==> src/rtl/serial_pkg.sv <==
// Encodings shared by the serial frame transmitter and the matching receiver.
package serial_pkg;

   typedef enum logic [1:0] {
      IDLE  = 2'd0,
      START = 2'd1,
      DATA  = 2'd2,
      STOP  = 2'd3
   } frame_state_e;

   localparam logic LINE_IDLE = 1'b1;

endpackage

==> src/rtl/bit_tick_counter.sv <==
// Free-running bit-period counter; last marks the final clock of each serial bit.
module bit_tick_counter #(
   parameter int unsigned CLKS_PER_BIT = 4
) (
   input  logic clk,
   input  logic reset,
   input  logic clear,
   output logic last
);

   localparam int unsigned W = (CLKS_PER_BIT > 1) ? $clog2(CLKS_PER_BIT) : 1;
   localparam logic [W-1:0] TERMINAL = W'(CLKS_PER_BIT - 1);

   logic [W-1:0] count_q, count_d;

   // With one clock per bit the count is stuck at 0 and last is always high.
   assign last = (count_q == TERMINAL);

   always_comb begin
      count_d = count_q;
      if (clear || last) begin
         count_d = '0;
      end else begin
         count_d = count_q + W'(1);
      end
   end

   always_ff @(posedge clk) begin
      if (!reset) begin
         count_q <= '0;
      end else begin
         count_q <= count_d;
      end
   end

endmodule

==> src/rtl/serial_frame_tx.sv <==
// Handshaked parallel-to-serial transmitter: start bit, N data bits, stop bit.
module serial_frame_tx
   import serial_pkg::*;
#(
   parameter int unsigned N            = 8,
   parameter int unsigned CLKS_PER_BIT = 4,
   parameter bit          MSB_FIRST    = 1'b0
) (
   input  logic         clk,
   input  logic         reset,
   input  logic         in_valid,
   output logic         in_ready,
   input  logic [N-1:0] in_data,
   output logic         tx,
   output logic         busy,
   output logic         done
);

   localparam int unsigned   BW       = $clog2(N);
   localparam logic [BW-1:0] LAST_BIT = BW'(N - 1);

   frame_state_e  state_q, state_d;
   logic [N-1:0]  shift_q, shift_d;
   logic [BW-1:0] bit_cnt_q, bit_cnt_d;
   logic          tick_last;
   logic          tick_clear;
   logic          accept;

   bit_tick_counter #(
      .CLKS_PER_BIT(CLKS_PER_BIT)
   ) u_tick (
      .clk  (clk),
      .reset(reset),
      .clear(tick_clear),
      .last (tick_last)
   );

   assign accept     = in_valid && in_ready;
   assign tick_clear = (state_q == IDLE) || accept;

   always_comb begin
      state_d   = state_q;
      shift_d   = shift_q;
      bit_cnt_d = bit_cnt_q;
      unique case (state_q)
         IDLE: ;
         START: begin
            if (tick_last) state_d = DATA;
         end
         DATA: begin
            if (tick_last) begin
               shift_d = MSB_FIRST ? (shift_q << 1) : (shift_q >> 1);
               if (bit_cnt_q == LAST_BIT) begin
                  bit_cnt_d = '0;
                  state_d   = STOP;
               end else begin
                  bit_cnt_d = bit_cnt_q + BW'(1);
               end
            end
         end
         STOP: begin
            if (tick_last) state_d = IDLE;
         end
      endcase
      // Acceptance only happens in IDLE or the final STOP cycle; it overrides both.
      if (accept) begin
         state_d   = START;
         shift_d   = in_data;
         bit_cnt_d = '0;
      end
   end

   always_ff @(posedge clk) begin
      if (!reset) begin
         state_q   <= IDLE;
         shift_q   <= '0;
         bit_cnt_q <= '0;
      end else begin
         state_q   <= state_d;
         shift_q   <= shift_d;
         bit_cnt_q <= bit_cnt_d;
      end
   end

   always_comb begin
      tx = LINE_IDLE;
      unique case (state_q)
         IDLE:  tx = LINE_IDLE;
         START: tx = 1'b0;
         DATA:  tx = MSB_FIRST ? shift_q[N-1] : shift_q[0];
         STOP:  tx = 1'b1;
      endcase
   end

   assign busy     = (state_q != IDLE);
   assign done     = (state_q == STOP) && tick_last;
   assign in_ready = (state_q == IDLE) || done;

endmodule

==> config.mk <==
export PLATFORM = sky130hd
export DESIGN_NAME = serial_frame_tx
export DESIGN_NICKNAME = d
export VERILOG_FILES = /design/src/rtl/serial_pkg.sv /design/src/rtl/bit_tick_counter.sv /design/src/rtl/serial_frame_tx.sv
export SDC_FILE = /design/constraint.sdc
export NUM_CORES = 1
export LEC_CHECK = 0
export BUFFER_PORTS_ARGS = -buffer_cell sky130_fd_sc_hd__buf_2
export CAP_MARGIN = 20
export CELL_PAD_IN_SITES_DETAIL_PLACEMENT = 1
export CELL_PAD_IN_SITES_GLOBAL_PLACEMENT = 1
export CORE_MARGIN = 2
export CORE_UTILIZATION = 36
export DETAILED_ROUTE_END_ITERATION = 16
export PLACE_DENSITY = 0.78
export SETUP_SLACK_MARGIN = 0.05
export SYNTH_ARGS = -nofsm -noshare
export SYNTH_HDL_FRONTEND = slang
export SYNTH_SLANG_ARGS = --single-unit
==> constraint.sdc <==
create_clock -name clk -period 1.6 [get_ports clk]
set_clock_uncertainty 0.1 [all_clocks]
set_input_delay 0.08 -clock clk [delete_from_list [all_inputs] [get_ports clk]]
set_output_delay 0.08 -clock clk [all_outputs]
set_load 0.05 [all_outputs]
==> flow_summary.yaml, run 1 <==
status:
  run_status: "finished, violations left"
  failed_checks: "setup timing"
pwr:
  power.static_leakage_nw: 0.4680
  peakVddDrop_mv: 0.5198
  design_power_total_mw: 1.164
  power_density_over_cell_area_nw_per_um2: 980.3
clock_tree:
  clock_tree_from_tritoncts: "yes"
  clk_pin_slew_ns: 0.10
  cts.path.max_buffers: 2
  cts_sinks: 15
  clock_tree.root_cell: "sky130_fd_sc_hd__clkbuf_4"
  tritoncts.num_buffers: 3
  ctsHtreeMaxLevel: 1
  insertion_delay_ns: 0.28
die:
  die_area_sq_um: 2633
  num_io_pins: 15
  floorplan_row_count: 17
  design.core.area_sq_um: 2170
  die_height_um: 51.31
  initial_core_utilization_pct: 37.14
  die_width_um: 51.31
sta:
  maxSlewViolCount: 0
  timing.setup.tns_ns: -0.01766
  setup_viol_count_final: 1
  fin_ws_ns: -0.01766
  grt_setup_unrepaired: "true"
  min_period_ns: 1.618
  final.period_utilization_pct: 101.1
  maximum_operating_frequency_mhz: 618.2
  timing.max_slew.rel_slack_pct: 62.50
  worst-slew-pin-transition_ns: 0.5582
  hold_ws_ns: 0.03268
  final_hold_viol_count: 0
worst_hold_path:
  hold_path_depth: 3
  min_to: "shift_q[7]$_SDFFE_PN0P_"
  hold_path.startpoint: "in_valid"
  hold_path_class: "input port to flip-flop"
global_routing:
  overflow: 0
  via_count_of_the_first_global_routing_pass: 846
  grt_usage_pct: 19.04
  initial_antenna_violation_count: 0
  grt_start_max_net_pins: 10
  global_route_wire_length_before_repair_mm: 3.774
place:
  numPlacedInstances: 138
  dp_hpwl_mm: 1.584
  post_placement_setup_slack_ns: -0.03381
  routabilityCongestion: 0.7710
  port_buffers: 14
  place_area_sq_um: 980.9
critical_path:
  slowest_delay_ns: 0.42
  regToRegStartpoint: "state_q[0]$_SDFFE_PN0P_"
  worst-path-max-fanout: 5
  worst-endpoint-arrival_ns: 1.44
  startpoint_type: "flip-flop"
  end_kind: "output pin"
  critical_path_required_ns: 1.42
  critPathSlowestCell: "sky130_fd_sc_hd__dfxtp_4"
  critical_path_cell_by_cell: "inv_4, ha_4, a21oi_4, inv_6, buf_6, buf_8"
  reg2reg_depth: 5
  ff2ff_setup_slack_ns: 0.01
  reg2reg_to: "state_q[1]$_SDFFE_PP0P_"
  worst-setup-path-type: "flip-flop to output pin"
layout:
  drive_gt1_share_pct: 41.80
  mostFrequentLayoutCells: "sky130_fd_sc_hd__nand2_1, sky130_fd_sc_hd__dfxtp_1, sky130_fd_sc_hd__buf_4, sky130_fd_sc_hd__buf_2, sky130_fd_sc_hd__nor3_1"
  most_frequent_standard_cell_in_the_layout_excluding_fill_and_tap_cells: "sky130_fd_sc_hd__nand2_1"
  multiInputGateArea_sq_um: 548.0
  fin_util_pct: 54.73
  fillerInstances: 260
  area_growth_pct: 47.36
  post-route-cell-area_sq_um: 1187
  insertedDiodeCount: 0
  final-seq-area_sq_um: 309.0
  finished_layout_cells: 150
  num-nets-final: 142
routing:
  vias: 792
  tritonroute_pass_1_iters: 4
  drcViolationCount: 0
  route.detailed.vias_per_inst: 5.280
  route.antenna.remaining_nets: 0
  detail_routed_net_length_per_standard_cell_um: 14.99
  drt_iter0_markers: 9
  finalWirelength_mm: 2.249
synthesis:
  syn_area_sq_um: 805.8
  synth-warning-count: 0
  synth_top_area_share_pct: 37.27
  synthesized_flop_and_latch_total: 15
  avgSynthCellArea_sq_um: 9.054
  synthDistinctLibCells: 28
  share_of_the_yosys_chip_area_belonging_to_registers_pct: 37.27
  synthCells: 89
  ys_top_cells_by_area: "sky130_fd_sc_hd__dfxtp_1, sky130_fd_sc_hd__ha_1, sky130_fd_sc_hd__nand2_1"
  synthDominantAreaCellType: "sky130_fd_sc_hd__dfxtp_1"
  mappedNetlistNets: 108
run:
  cap_violations: 0
==> timing repair <==
action,in CTS,in global routing
setup endpoints to repair,14,12
endpoints found under the hold margin,5,0
hold buffers,5,0
resized for setup,20,9
cloned,0,0
pin swaps,2,0
setup buffers,3,0
==> synthesized netlist by cell type (all sizes together) <==
| master | number |
|---|---|
| o211ai | 1 |
| o21ai | 1 |
| nor3 | 8 |
| nor2 | 3 |
| o2111ai | 1 |
| a21boi | 1 |
| nor4b | 1 |
| mux2i | 1 |
| buf | 2 |
| a21oi | 6 |
| a211oi | 1 |
| ha | 8 |
| nand3 | 1 |
| a311oi | 3 |
| o21a | 1 |
| nand2 | 17 |
| inv | 6 |
| nor4 | 1 |
| o21ba | 1 |
| a221o | 4 |
| and2 | 2 |
| or4 | 1 |
| o31ai | 2 |
| a31oi | 1 |
| dfxtp | 15 |
==> where the power goes <==
group | internal [mW] | switching, mW
registers | 0.413 | 0.0346
logic | 0.232 | 0.263
clock network | 0.0966 | 0.125
total | 0.742 | 0.422
==> critical path, delay by kind of cell (launching register included) <==
kind | cells | cell delay, ns
buf+inv | 4 | 0.37
fa+ha+maj | 1 | 0.17
flops | 1 | 0.42
compound gates | 1 | 0.19
==> sequential cells by signal, indices dropped and copies added, names as in the netlist <==
name	count
u_tick.count_q	2
bit_cnt_q	3
state_q	2
shift_q	8
==> how the worst max path moves through the flow <==
stage                                             from                      end  slack (ns)
after floorplan           u_tick.count_q[0]$_SDFF_PP0_  shift_q[1]$_SDFFE_PN0P_        0.05
after global placement    u_tick.count_q[0]$_SDFF_PP0_  state_q[1]$_SDFFE_PP0P_        0.04
after detailed placement  u_tick.count_q[0]$_SDFF_PP0_  state_q[1]$_SDFFE_PP0P_       -0.03
after CTS                      state_q[0]$_SDFFE_PN0P_                 in_ready       -0.02
after global routing           state_q[0]$_SDFFE_PN0P_                 in_ready       -0.09
final                          state_q[0]$_SDFFE_PN0P_                 in_ready       -0.02
==> logic make-up (layout without fill, tap and decap cells) <==
group	count (synthesis)	after routing	share of synthesized area, %
flip-flops	15	15	37.27
buffers and inverters	8	41	4.813
adder cells (fa/ha/maj)	8	8	12.42
AO/OA/AOI/OAI	23	23	25.00
multiplexers	1	1	1.242
AND/OR/NAND/NOR	34	34	19.25
==> metal layers <==
metal | vias up | global-route usage (%) | share of wire, %
met1 | 382 | 22.74 | 43
met4 | 0 | 8.772 | 1.7
met5 | - | 0 | 0
li1 | 388 | - | -
met2 | 18 | 32.68 | 52
met3 | 4 | 3.801 | 3.0
==> area by class of cell <==
class | count | share of cell area [%]
multi-input cells | 66 | 46.15
inverters | 6 | 2.529
repair buffers | 31 | 20.13
clock buffers | 4 | 2.213
flip-flops and latches | 15 | 26.03
well taps | 28 | 2.950
No activity file was read; power rests on OpenSTA's default activity.
==> run 2, diff against run 1 <==
PLACE_DENSITY = 0.77   (was 0.78)
SKIP_CTS_REPAIR_TIMING = 1   (was default)
SYNTH_HIERARCHICAL = 1   (was default)
TNS_END_PERCENT = 10   (was default)
==> run 2 against run 1 <==
Compared with the run above:
- the run still ends with setup timing left
- synthesized area increased by 5.1%
- design area rose by 8.7%
- worst hold slack worse by 0.023 ns
- critical path depth stayed put
- non-clock buffer count rose by 10
- via count rose by 6.3%
- global-route usage fell by 1.4 points
- power is 9.4% higher
==> flow_summary.yaml, run 2 <==
global_routing:
  grt_start_max_net_pins: 15
  via_count_of_the_first_global_routing_pass: 794
  grt_usage_pct: 17.67
  global_route_wire_length_before_repair_mm: 3.477
  overflow: 0
  initial_antenna_violation_count: 0
synthesis:
  ys_top_cells_by_count: "sky130_fd_sc_hd__dfxtp_1, sky130_fd_sc_hd__ha_1"
  synth-warning-count: 6
  synthesized_flop_and_latch_total: 15
  share_of_the_yosys_chip_area_belonging_to_registers_pct: 35.45
  ys_top_cells_by_area: "sky130_fd_sc_hd__dfxtp_1, sky130_fd_sc_hd__ha_1, sky130_fd_sc_hd__a221o_1"
  avgSynthCellArea_sq_um: 9.626
  syn_area_sq_um: 847.1
  synthDominantAreaCellType: "sky130_fd_sc_hd__dfxtp_1"
  synth_top_area_share_pct: 35.45
  synthCells: 88
  synth_enable_flop_cells: 0
  synth_ff_type: "sky130_fd_sc_hd__dfxtp_1"
  synthDistinctLibCells: 31
  async_flop_share_pct: 0
  yosysMostFrequentCell: "sky130_fd_sc_hd__dfxtp_1"
  mappedNetlistNets: 106
die:
  die_width_um: 52.51
  initial_core_utilization_pct: 38.29
  die_area_sq_um: 2757
  num_io_pins: 15
  die_height_um: 52.51
  design.core.area_sq_um: 2212
  floorplan_row_count: 17
sta:
  timing.max_slew.rel_slack_pct: 83.91
  final.period_utilization_pct: 105.4
  min_period_ns: 1.686
  grt_setup_unrepaired: "true"
  timing.setup.tns_ns: -0.2700
  maxSlewViolCount: 0
  fin_ws_ns: -0.08619
  maximum_operating_frequency_mhz: 593.1
  worst-slew-pin-transition_ns: 0.2408
  final_hold_viol_count: 0
  hold_ws_ns: 0.009260
  setup_viol_count_final: 6
pwr:
  internal_power_mw: 0.8016
  combinationalPowerShare_pct: 46.6
  peakVddDrop_mv: 0.5679
  sw_ratio_pct: 37.03
  power_switching_mw: 0.4713
  power.static_leakage_nw: 0.6174
  clock_power_share_pct: 18.4
  sequential_share_of_power_pct: 34.9
  power_density_over_cell_area_nw_per_um2: 985.8
place:
  dp_hpwl_mm: 1.591
  post_placement_setup_slack_ns: -0.08065
  numPlacedInstances: 138
  port_buffers: 14
  routabilityCongestion: 0.7352
layout:
  final-seq-area_sq_um: 306.5
  most_frequent_standard_cell_in_the_layout_excluding_fill_and_tap_cells: "sky130_fd_sc_hd__buf_4"
  regMostFlops: "shift_q"
  drive_gt1_share_pct: 46.51
  area_growth_pct: 52.44
  finished_layout_cells: 157
  mostFrequentLayoutCells: "sky130_fd_sc_hd__buf_4, sky130_fd_sc_hd__dfxtp_1, sky130_fd_sc_hd__buf_2, sky130_fd_sc_hd__dlygate4sd3_1"
  num-nets-final: 148
  insertedDiodeCount: 0
  registers_with_the_highest_flip_flop_counts: "shift_q x8, bit_cnt_q x3"
  largest_reg_flops: 8
  fillerInstances: 252
  multiInputGateArea_sq_um: 546.8
critical_path:
  critical_path.startpoint: "state_q[0]$_SDFFE_PN0P_"
  critPathSlowestCell: "sky130_fd_sc_hd__dfxtp_2"
  regToRegStartpoint: "state_q[0]$_SDFFE_PN0P_"
  slowest_delay_ns: 0.37
  reg2reg_depth: 6
  worst-endpoint-arrival_ns: 1.79
  reg2reg_to: "shift_q[4]$_SDFFE_PN0P_"
  critical_path_cell_by_cell: "inv_2, ha_4, a21oi_4, clkinvlp_4, a221o_1, o211a_1"
  end_kind: "flip-flop"
  path_delay_family: "compound AO/OA/AOI/OAI gates"
  critical_path.n_buffers_inverters: 2
  ff2ff_setup_slack_ns: -0.09
  critical_path_required_ns: 1.70
  startpoint_type: "flip-flop"
  worst-path-max-fanout: 4
  worst-setup-path-type: "flip-flop to flip-flop"
clock_tree:
  clock_tree.root_cell: "sky130_fd_sc_hd__clkbuf_4"
  cts.path.max_buffers: 2
  clk_pin_slew_ns: 0.10
  cts_sinks: 15
  ctsHtreeMaxLevel: 1
  tritoncts.num_buffers: 3
  clock_tree_from_tritoncts: "yes"
  insertion_delay_ns: 0.30
status:
  run_status: "finished, violations left"
  failed_checks: "setup timing"
worst_hold_path:
  hold_path.startpoint: "reset"
  hold_path_class: "input port to flip-flop"
  hold_path_depth: 2
  min_to: "shift_q[2]$_SDFFE_PN0P_"
routing:
  route.antenna.remaining_nets: 0
  route.detailed.vias_per_inst: 5.363
  drcViolationCount: 0
  finalWirelength_mm: 2.510
  drt_iter0_markers: 10
  detail_routed_net_length_per_standard_cell_um: 15.99
  vias: 842
  tritonroute_pass_1_iters: 4
run:
  cap_violations: 0
-- run 2: cell count changes after synthesis, moves of 3 or more --
cell,previous run,this run
sky130_fd_sc_hd__nand2_1,17,5
sky130_fd_sc_hd__and3_1,0,6
sky130_fd_sc_hd__nor3_1,8,2
sky130_fd_sc_hd__o211a_1,0,6
sky130_fd_sc_hd__buf_4,0,3
sky130_fd_sc_hd__nand3_1,1,4
-- run 2: power by group through the flow --
stage | Combinational (mW) | Sequential [mW] | Clock, mW
after global routing | 0.643 | 0.449 | 0.254
after global placement | 0.427 | 0.442 | 0
after floorplan | 0.303 | 0.438 | 0
after detailed placement | 0.439 | 0.445 | 0
after CTS | 0.441 | 0.436 | 0.239
final | 0.593 | 0.445 | 0.235
-- run 2: cell families (layout without fill, tap and decap cells) --
| family | after synthesis | count (layout) | share of synthesized area, % |
|---|---|---|---|
| AO/OA/AOI/OAI | 28 | 28 | 28.66 |
| adder cells (fa/ha/maj) | 7 | 7 | 10.34 |
| buffers and inverters | 12 | 53 | 7.238 |
| flip-flops | 15 | 15 | 35.45 |
| multiplexers | 1 | 1 | 1.182 |
| AND/OR/NAND/NOR | 25 | 25 | 17.13 |
-- run 2: cell type report --
class                   instances  share of cell area (%)
clock buffers                   4                   2.035
repair buffers                 41                   26.36
multi-input cells              61                   42.34
repair inverters                1                  0.5814
inverters                       7                   2.229
flip-flops and latches         15                   23.74
well taps                      28                   2.713
-- run 2: worst max path at each step --
stage / slack, ns / cells after the start / endpoint
after global routing: -0.15 / 6 / state_q[1]$_SDFFE_PP0P_
after CTS: -0.31 / 5 / tx
after global placement: -0.03 / 5 / shift_q[2]$_SDFFE_PN0P_
final: -0.09 / 6 / shift_q[4]$_SDFFE_PN0P_
after floorplan: -0.03 / 5 / state_q[1]$_SDFFE_PP0P_
after detailed placement: -0.08 / 5 / shift_q[5]$_SDFFE_PN0P_
-- run 2: metrics by stage --
step                      area (sq um)  util (%)  total power, mW
after global placement            1033     46.72           0.8692
after floorplan                  850.8         -           0.7415
after CTS                         1060     47.91            1.117
after detailed placement          1033     46.72           0.8838
final                             1291     58.37            1.273
after global routing              1291     58.37            1.345
-- run 2: metal layers --
layer,global-route usage [%],share of wire [%]
met1,18.63,40
met2,31.46,52
met3,3.429,2.8
met4,11.54,4.3
met5,0,0
